--- src/rtl/clock_div_controller_if.sv ---
`default_nettype none
// ============================================================================
// Module      : clock_div_controller_if
// Description : Divisor configuration port of the clock divider controller.
//               The master offers a divisor with cfg_valid/cfg_divisor. The
//               slave answers with cfg_ready, and pulses cfg_err for one cycle
//               when it drops an illegal divisor.
//   cfg_valid    master->slave  new divisor offered
//   cfg_divisor  master->slave  requested divisor (WIDTH bits)
//   cfg_ready    slave->master  a divisor can be accepted this cycle
//   cfg_err      slave->master  1-cycle pulse, offered divisor was rejected
// Revision    : 1.0  initial release
// ============================================================================
interface clock_div_controller_if #(
  parameter int WIDTH = 28
);
  logic             cfg_valid;
  logic [WIDTH-1:0] cfg_divisor;
  logic             cfg_ready;
  logic             cfg_err;

  modport master (
    output cfg_valid,
    output cfg_divisor,
    input  cfg_ready,
    input  cfg_err
  );

  modport slave (
    input  cfg_valid,
    input  cfg_divisor,
    output cfg_ready,
    output cfg_err
  );
endinterface
`default_nettype wire

--- src/rtl/clock_div_controller.sv ---
`default_nettype none
// ============================================================================
// Module      : clock_div_controller
// Description : Run/stop and reconfiguration controller for the board clock
//               divider. It owns the divide counter and produces a registered
//               divided square wave plus a one-cycle tick at the start of each
//               period. New divisors only take effect at a period boundary, or
//               when the divider stops, so clock_out never has a runt pulse.
//   clock_in        in   single clock, all logic on posedge
//   reset           in   synchronous, active-high reset
//   enable          in   1 = run the divider, 0 = stop (level)
//   cfg             if   divisor configuration port (slave side)
//   clock_out       out  divided clock, high for floor(D/2) cycles per period
//   tick            out  1-cycle pulse at the start of each period
//   active_divisor  out  divisor currently in use
//   period_count    out  completed periods since the last divisor apply
// Revision    : 1.0  initial release
// ============================================================================
module clock_div_controller #(
  parameter int               WIDTH           = 28,
  parameter logic [WIDTH-1:0] DEFAULT_DIVISOR = WIDTH'(50_000_000),
  parameter logic [WIDTH-1:0] MIN_DIVISOR     = WIDTH'(2)
) (
  input  wire logic               clock_in,
  input  wire logic               reset,
  input  wire logic               enable,
  clock_div_controller_if.slave   cfg,
  output logic                    clock_out,
  output logic                    tick,
  output logic [WIDTH-1:0]        active_divisor,
  output logic [15:0]             period_count
);

  localparam logic [1:0] ST_IDLE    = 2'd0;
  localparam logic [1:0] ST_RUN     = 2'd1;
  localparam logic [1:0] ST_PENDING = 2'd2;

  logic [1:0]       r_state;
  logic [WIDTH-1:0] r_counter;
  logic [WIDTH-1:0] r_active;
  logic [WIDTH-1:0] r_pending;
  logic             r_clock_out;
  logic             r_tick;
  logic             r_cfg_err;
  logic [15:0]      r_period_count;

  logic             w_ready;
  logic             w_legal;
  logic             w_xfer;
  logic             w_accept;
  logic             w_running;
  logic             w_drive;
  logic             w_wrap;
  logic [WIDTH-1:0] w_half;

  // Only one divisor can wait for the boundary, so the port closes while one
  // is pending; it is open at all other times.
  assign w_ready   = (r_state != ST_PENDING);
  assign w_legal   = (cfg.cfg_divisor >= MIN_DIVISOR);
  assign w_xfer    = cfg.cfg_valid && w_ready;
  assign w_accept  = w_xfer && w_legal;
  assign w_running = (r_state != ST_IDLE);
  // Outputs are forced low in the cycle enable drops, so the divider is
  // already silent in the first IDLE cycle.
  assign w_drive   = w_running && enable;
  assign w_wrap    = (r_counter == (r_active - WIDTH'(1)));
  assign w_half    = r_active >> 1;

  always_ff @(posedge clock_in) begin
    if (reset) begin
      r_state        <= ST_IDLE;
      r_counter      <= '0;
      r_active       <= DEFAULT_DIVISOR;
      r_pending      <= '0;
      r_clock_out    <= 1'b0;
      r_tick         <= 1'b0;
      r_cfg_err      <= 1'b0;
      r_period_count <= '0;
    end else begin
      r_clock_out <= w_drive && (r_counter < w_half);
      r_tick      <= w_drive && (r_counter == '0);
      r_cfg_err   <= w_xfer && !w_legal;

      case (r_state)
        ST_IDLE: begin
          r_counter <= '0;
          // Applied before the first RUN cycle, so the first period already
          // uses the new divisor when enable rises in the same cycle.
          if (w_accept) begin
            r_active       <= cfg.cfg_divisor;
            r_period_count <= '0;
          end
          if (enable) begin
            r_state <= ST_RUN;
          end
        end

        ST_RUN: begin
          if (!enable) begin
            r_state   <= ST_IDLE;
            r_counter <= '0;
            // Stopping ends the period anyway, so a divisor offered now can
            // take effect immediately.
            if (w_accept) begin
              r_active       <= cfg.cfg_divisor;
              r_period_count <= '0;
            end
          end else begin
            r_counter <= w_wrap ? '0 : (r_counter + WIDTH'(1));
            if (w_wrap) begin
              r_period_count <= r_period_count + 16'd1;
            end
            // A transfer coinciding with a wrap waits for the following wrap,
            // because this boundary has already been consumed.
            if (w_accept) begin
              r_pending <= cfg.cfg_divisor;
              r_state   <= ST_PENDING;
            end
          end
        end

        ST_PENDING: begin
          if (!enable || w_wrap) begin
            r_active       <= r_pending;
            r_period_count <= '0;
            r_counter      <= '0;
            r_state        <= enable ? ST_RUN : ST_IDLE;
          end else begin
            r_counter <= r_counter + WIDTH'(1);
          end
        end

        default: begin
          r_state   <= ST_IDLE;
          r_counter <= '0;
        end
      endcase
    end
  end

  assign cfg.cfg_ready = w_ready;
  assign cfg.cfg_err   = r_cfg_err;
  assign clock_out     = r_clock_out;
  assign tick          = r_tick;
  assign active_divisor = r_active;
  assign period_count  = r_period_count;

endmodule
`default_nettype wire

--- src/flat_wrapper.sv ---
// flat-port wrapper written by rule: the top's interface ports become plain ports
module clock_div_controller_flat 
#(
  parameter int               WIDTH           = 28,
  parameter logic [WIDTH-1:0] DEFAULT_DIVISOR = WIDTH'(50_000_000),
  parameter logic [WIDTH-1:0] MIN_DIVISOR     = WIDTH'(2)
)
  (clock_in, reset, enable, clock_out, tick, active_divisor, period_count, cfg_cfg_valid, cfg_cfg_divisor, cfg_cfg_ready, cfg_cfg_err);
  clock_div_controller_if #(.WIDTH(WIDTH)) cfg_i ();
  input  wire logic clock_in;
  input  wire logic reset;
  input  wire logic enable;
  output logic clock_out;
  output logic tick;
  output logic [WIDTH-1:0] active_divisor;
  output logic [15:0] period_count;
  input wire logic [$bits(cfg_i.cfg_valid)-1:0] cfg_cfg_valid;
  input wire logic [$bits(cfg_i.cfg_divisor)-1:0] cfg_cfg_divisor;
  output wire logic [$bits(cfg_i.cfg_ready)-1:0] cfg_cfg_ready;
  output wire logic [$bits(cfg_i.cfg_err)-1:0] cfg_cfg_err;
  assign cfg_i.cfg_valid = cfg_cfg_valid;
  assign cfg_i.cfg_divisor = cfg_cfg_divisor;
  assign cfg_cfg_ready = cfg_i.cfg_ready;
  assign cfg_cfg_err = cfg_i.cfg_err;
  clock_div_controller #(.WIDTH(WIDTH), .DEFAULT_DIVISOR(DEFAULT_DIVISOR), .MIN_DIVISOR(MIN_DIVISOR)) u_core (.clock_in(clock_in), .reset(reset), .enable(enable), .cfg(cfg_i), .clock_out(clock_out), .tick(tick), .active_divisor(active_divisor), .period_count(period_count));
endmodule
--- config.mk ---
export PLATFORM = sky130hd
export DESIGN_NAME = clock_div_controller_flat
export DESIGN_NICKNAME = d
export VERILOG_FILES = /design/src/rtl/clock_div_controller_if.sv /design/src/rtl/clock_div_controller.sv /design/src/flat_wrapper.sv
export SDC_FILE = /design/constraint.sdc
export NUM_CORES = 1
export LEC_CHECK = 0
export CORE_MARGIN = 1
export CORE_UTILIZATION = 45
export DETAILED_ROUTE_END_ITERATION = 16
export PLACE_DENSITY_LB_ADDON = 0.1
export REMOVE_ABC_BUFFERS = 1
export SYNTH_ARGS = -nofsm -noshare
export SYNTH_HDL_FRONTEND = slang
export SYNTH_SLANG_ARGS = --single-unit
--- constraint.sdc ---
create_clock -name clock_in -period 8.01 [get_ports clock_in]
set_clock_uncertainty 0.05 [all_clocks]
set_input_delay 1.602 -clock clock_in [delete_from_list [all_inputs] [get_ports clock_in]]
set_output_delay 1.602 -clock clock_in [all_outputs]
set_load 0.01 [all_outputs]
==> results.txt <==
- Clock latency of the later-clocked register in the worst-skew pair: approximately 0.37 ns
* Normalized max-slew margin: 19.2%
- Number of antenna violations at the first check in global routing: 0
- Counting flops with an async set or reset pin after synthesis yields a share of 0%.
* Number of standard cells after synthesis: around 800
- Static leakage power: 3.15 nW
- Diodes inserted: 0
- Core occupancy in the finished layout: 54.2%
- Most numerous cell types in the synthesized netlist: 105 x dfxtp_1, 91 x nor2_1, 43 x mux2i_1
* Transition at the pin with the smallest max-transition slack: 1.20 ns
- After routing the design area is 7960 um2.
* Global placement routability congestion: 0.931
- Start point of the worst hold path: u_core.r_pending[8]$_SDFFE_PP0P_
- The synthesized design spends more area on one cell type than any other, namely dfxtp_1.
- CTS tree: yes
- Power per Cell Area: 168 nW/um2
- Path class of the lowest-slack min-delay path: flip-flop to flip-flop
* Number of global-route vias before repair: about 6200
- In this run, post-CTS hold repair placed 0 buffers.
- After synthesis the netlist holds a flip-flop and latch count of about 110.
* Number of enable flip-flop cells after synthesis: 0
- Filler Cell Count: 1404
- Max incr delay on CP: 0.87 ns
- The first global-routing pass estimated 33.2 mm of wire.
- The worst setup path is launched from a primary input.
* Synthesis-to-layout area growth: 16.3%
- Entering global routing, the biggest net connects 72 pins.
* Overall die area: 15700 um2
- The worst register-to-register path has a depth of 11.
* Post-layout minimum cycle time: around 5 ns
- Total global routing overflow: 0
- The number of clock buffers added by TritonCTS is 9.
- Of the cells placed in the final design, the portion with a size suffix greater than 1 is about 5.4%.
* Reported max-cap violation count: 0
- Counting every sink on the clock net gives 105.
* Setup crit start: cfg_cfg_divisor[1]
- After clock tree synthesis, the clock-pin slew on the worst setup and hold paths is ~0.080 ns.
- Detailed-router iteration count before antenna repair: 7
- For this design the top-level I/O count stands at 80.
* Count of final hold-check violations: 0
* CTS-repair resized insts: 0
* Overall global routing resource usage: 26.6%
- Overall via count from detail_route: between 6000 and 7000
- Setup repair after global routing left no endpoint under its margin.
* CP Depth: 8
* Number of slew-limit violations in the final report: 0
- Netlist Area Pre-Place: 6840 um2
* DR DRC count: 0
- Synth cell types: 62
- Commonest register cell after synthesis: dfxtp_1
* Effective utilization at floorplan: 46.6%
- The top cell type by area accounts for between 30 and 40% of the synthesized area.
* Maximum vdd ir drop: about 0.12 mV
- F_max: 200 MHz
- In this run the standard cell core region covers between 10000 and 15000 um2.
* Count of antenna-violating nets left after detailed routing: 0
* Cell family contributing the most delay on the critical path: compound AO/OA/AOI/OAI gates
- Sequential fraction of the synthesis area: 30.7%
- Routed wirelength normalized by instance count: 19.4 um
- Among all cell types in the netlist, the one instantiated most often is dfxtp_1.
* Critical-path maximum fanout: 18
- Setup violations remaining at the end of the flow were counted as 0.
* Data required time at the worst endpoint: 8.25 ns
- In this run, the number of DRC markers left after iteration 0 of detailed routing was approximately 500.
- STA classifies the critical path endpoint as a flip-flop.
- Post-DP HPWL: 15.1 mm
* Total length of routed wires: 20.4 mm
- Setup CP Type: primary input to flip-flop
* Slowest cell on the critical path: o21ai_1
- Period Utilization, post-route: 62.3%
* Count of buffers from port buffering: 79
- Dividing the synthesized area by the synthesized cell count gives 8.39 um2.
- In the final design database the tool counted ~930 nets.
- Status: finished clean
- Count of yosys warnings during synthesis: 0
- RR Startpoint: u_core.active_divisor[0]$_SDFFE_PP0P_
- Dividing the detail-routed via count by the number of cells gives 6.19.
- The number of buffers and inverters on the critical path is 2.
- Post-place instance area: 7670 um2
* Cell Rows: 44
- In this run the deepest clock path goes through 2 buffers.
- In the final timing run, aggregate negative setup slack is 0 ns.
* Die Width: approximately 130 um
* Root buffer cell: clkbuf_16
- Post-CTS timing repair inserted 0 buffers for setup.
- The signal on the critical path passes through clkdlybuf4s50_1 -> nor4_1 -> nand4_1 -> o21a_1 -> o21ai_1 -> o31a_1 -> buf_4 -> mux2i_1.
- Counting instances, the worst hold path has a depth of 2.
- Worst endpoint data arrival time: approximately 5.2 ns
* Die Y: 125 um
* Number of H-tree levels: 3
* Synth area leaders: dfxtp_1 31%, mux2i_1 6.3%, ha_1 6.2%
metrics by stage:
stage                     instances  hold WS (ns)  total power, mW  setup slack [ns]
final                          1048         0.448             1.33              3.02
after global routing           1048         0.473             1.40              2.77
after CTS                      1048         0.449             1.34              2.99
after detailed placement       1033         0.430            0.895              2.62
after global placement         1033         0.417            0.889              2.77
after floorplan                 766         0.405            0.767              3.95
worst paths after layout:
check                                           endpoint  slack [ns]
setup reg to reg  u_core.active_divisor[17]$_SDFFE_PP1P_        3.50
hold / removal          u_core.r_pending[8]$_SDFFE_PP0P_        0.45
setup / recovery  u_core.active_divisor[17]$_SDFFE_PP1P_        3.02
hold reg to reg         u_core.r_pending[8]$_SDFFE_PP0P_        0.45
registers in the layout, summed over array words and instances (netlist names):
name                   count
u_core.r_state             2
u_core.active_divisor     28
u_core.tick                1
u_core.r_counter          28
u_core.r_pending          28
u_core.period_count       16
u_core.cfg.cfg_err         1
u_core.clock_out           1
power breakdown:
part           total, mW  switching (mW)  internal [mW]
Clock              0.446           0.221          0.224
Combinational      0.302           0.171          0.130
Sequential         0.587          0.0423          0.545
Total               1.33           0.435          0.899
kinds of logic after synthesis:
group,synth area share (%)
AO/OA/AOI/OAI,18.2
adder cells (fa/ha/maj),6.22
buffers and inverters,5.47
AND/OR/NAND/NOR,23.3
XOR/XNOR,7.04
multiplexers,9.09
flip-flops,30.7
worst min-delay path, delay by kind of cell, from the launching register on:
kind / cells / cell delay (ns)
mux: 1 / 0.07
flops: 1 / 0.33
simple gates: 1 / 0.07
layout make-up:
type | instances | area, um2 | share of cell area [%]
Timing Repair Buffer | 83 | 816 | 10.2
Clock buffer | 10 | 239 | 3.00
Clock inverter | 5 | 47.5 | 0.597
Sequential cell | 105 | 2100 | 26.4
Tap cell | 184 | 230 | 2.89
Inverter | 41 | 154 | 1.93
Multi-Input combinational cell | 620 | 4370 | 54.9
cell usage in the layout, fill, tap and decap left out, drive strengths merged, types with 5 or more instances in the layout:
| master | Yosys | routed |
|---|---|---|
| a211oi | 16 | 16 |
| mux2 | 17 | 17 |
| a21o | 8 | 8 |
| o211ai | 6 | 6 |
| xnor2 | 32 | 32 |
| and3 | 15 | 15 |
| o21ai | 31 | 31 |
| nor4 | 25 | 25 |
| buf | 11 | 5 |
| mux2i | 43 | 43 |
| ha | 34 | 34 |
| o2111ai | 14 | 14 |
| nand2b | 10 | 10 |
| clkdlybuf4s50 | 0 | 78 |
| or4 | 16 | 16 |
| nor2 | 91 | 91 |
| nand4 | 20 | 20 |
| nand2 | 36 | 36 |
| dfxtp | 105 | 105 |
| o211a | 16 | 16 |
| nor2b | 7 | 7 |
| xor2 | 23 | 23 |
| inv | 41 | 44 |
| clkbuf | 39 | 10 |
| o311ai | 17 | 17 |
| a21oi | 28 | 28 |
| nor3 | 18 | 18 |
| and2 | 15 | 15 |
| nand3 | 29 | 29 |
per-layer routing:
layer	global-route usage, %	vias up	share of wire (%)
met5	0	-	0
met4	7.25	0	1.3
met3	4.32	17	5.7
met2	42.5	232	46
met1	37.0	3139	47
li1	-	3102	-
No activity file was read; power rests on OpenSTA's default activity.
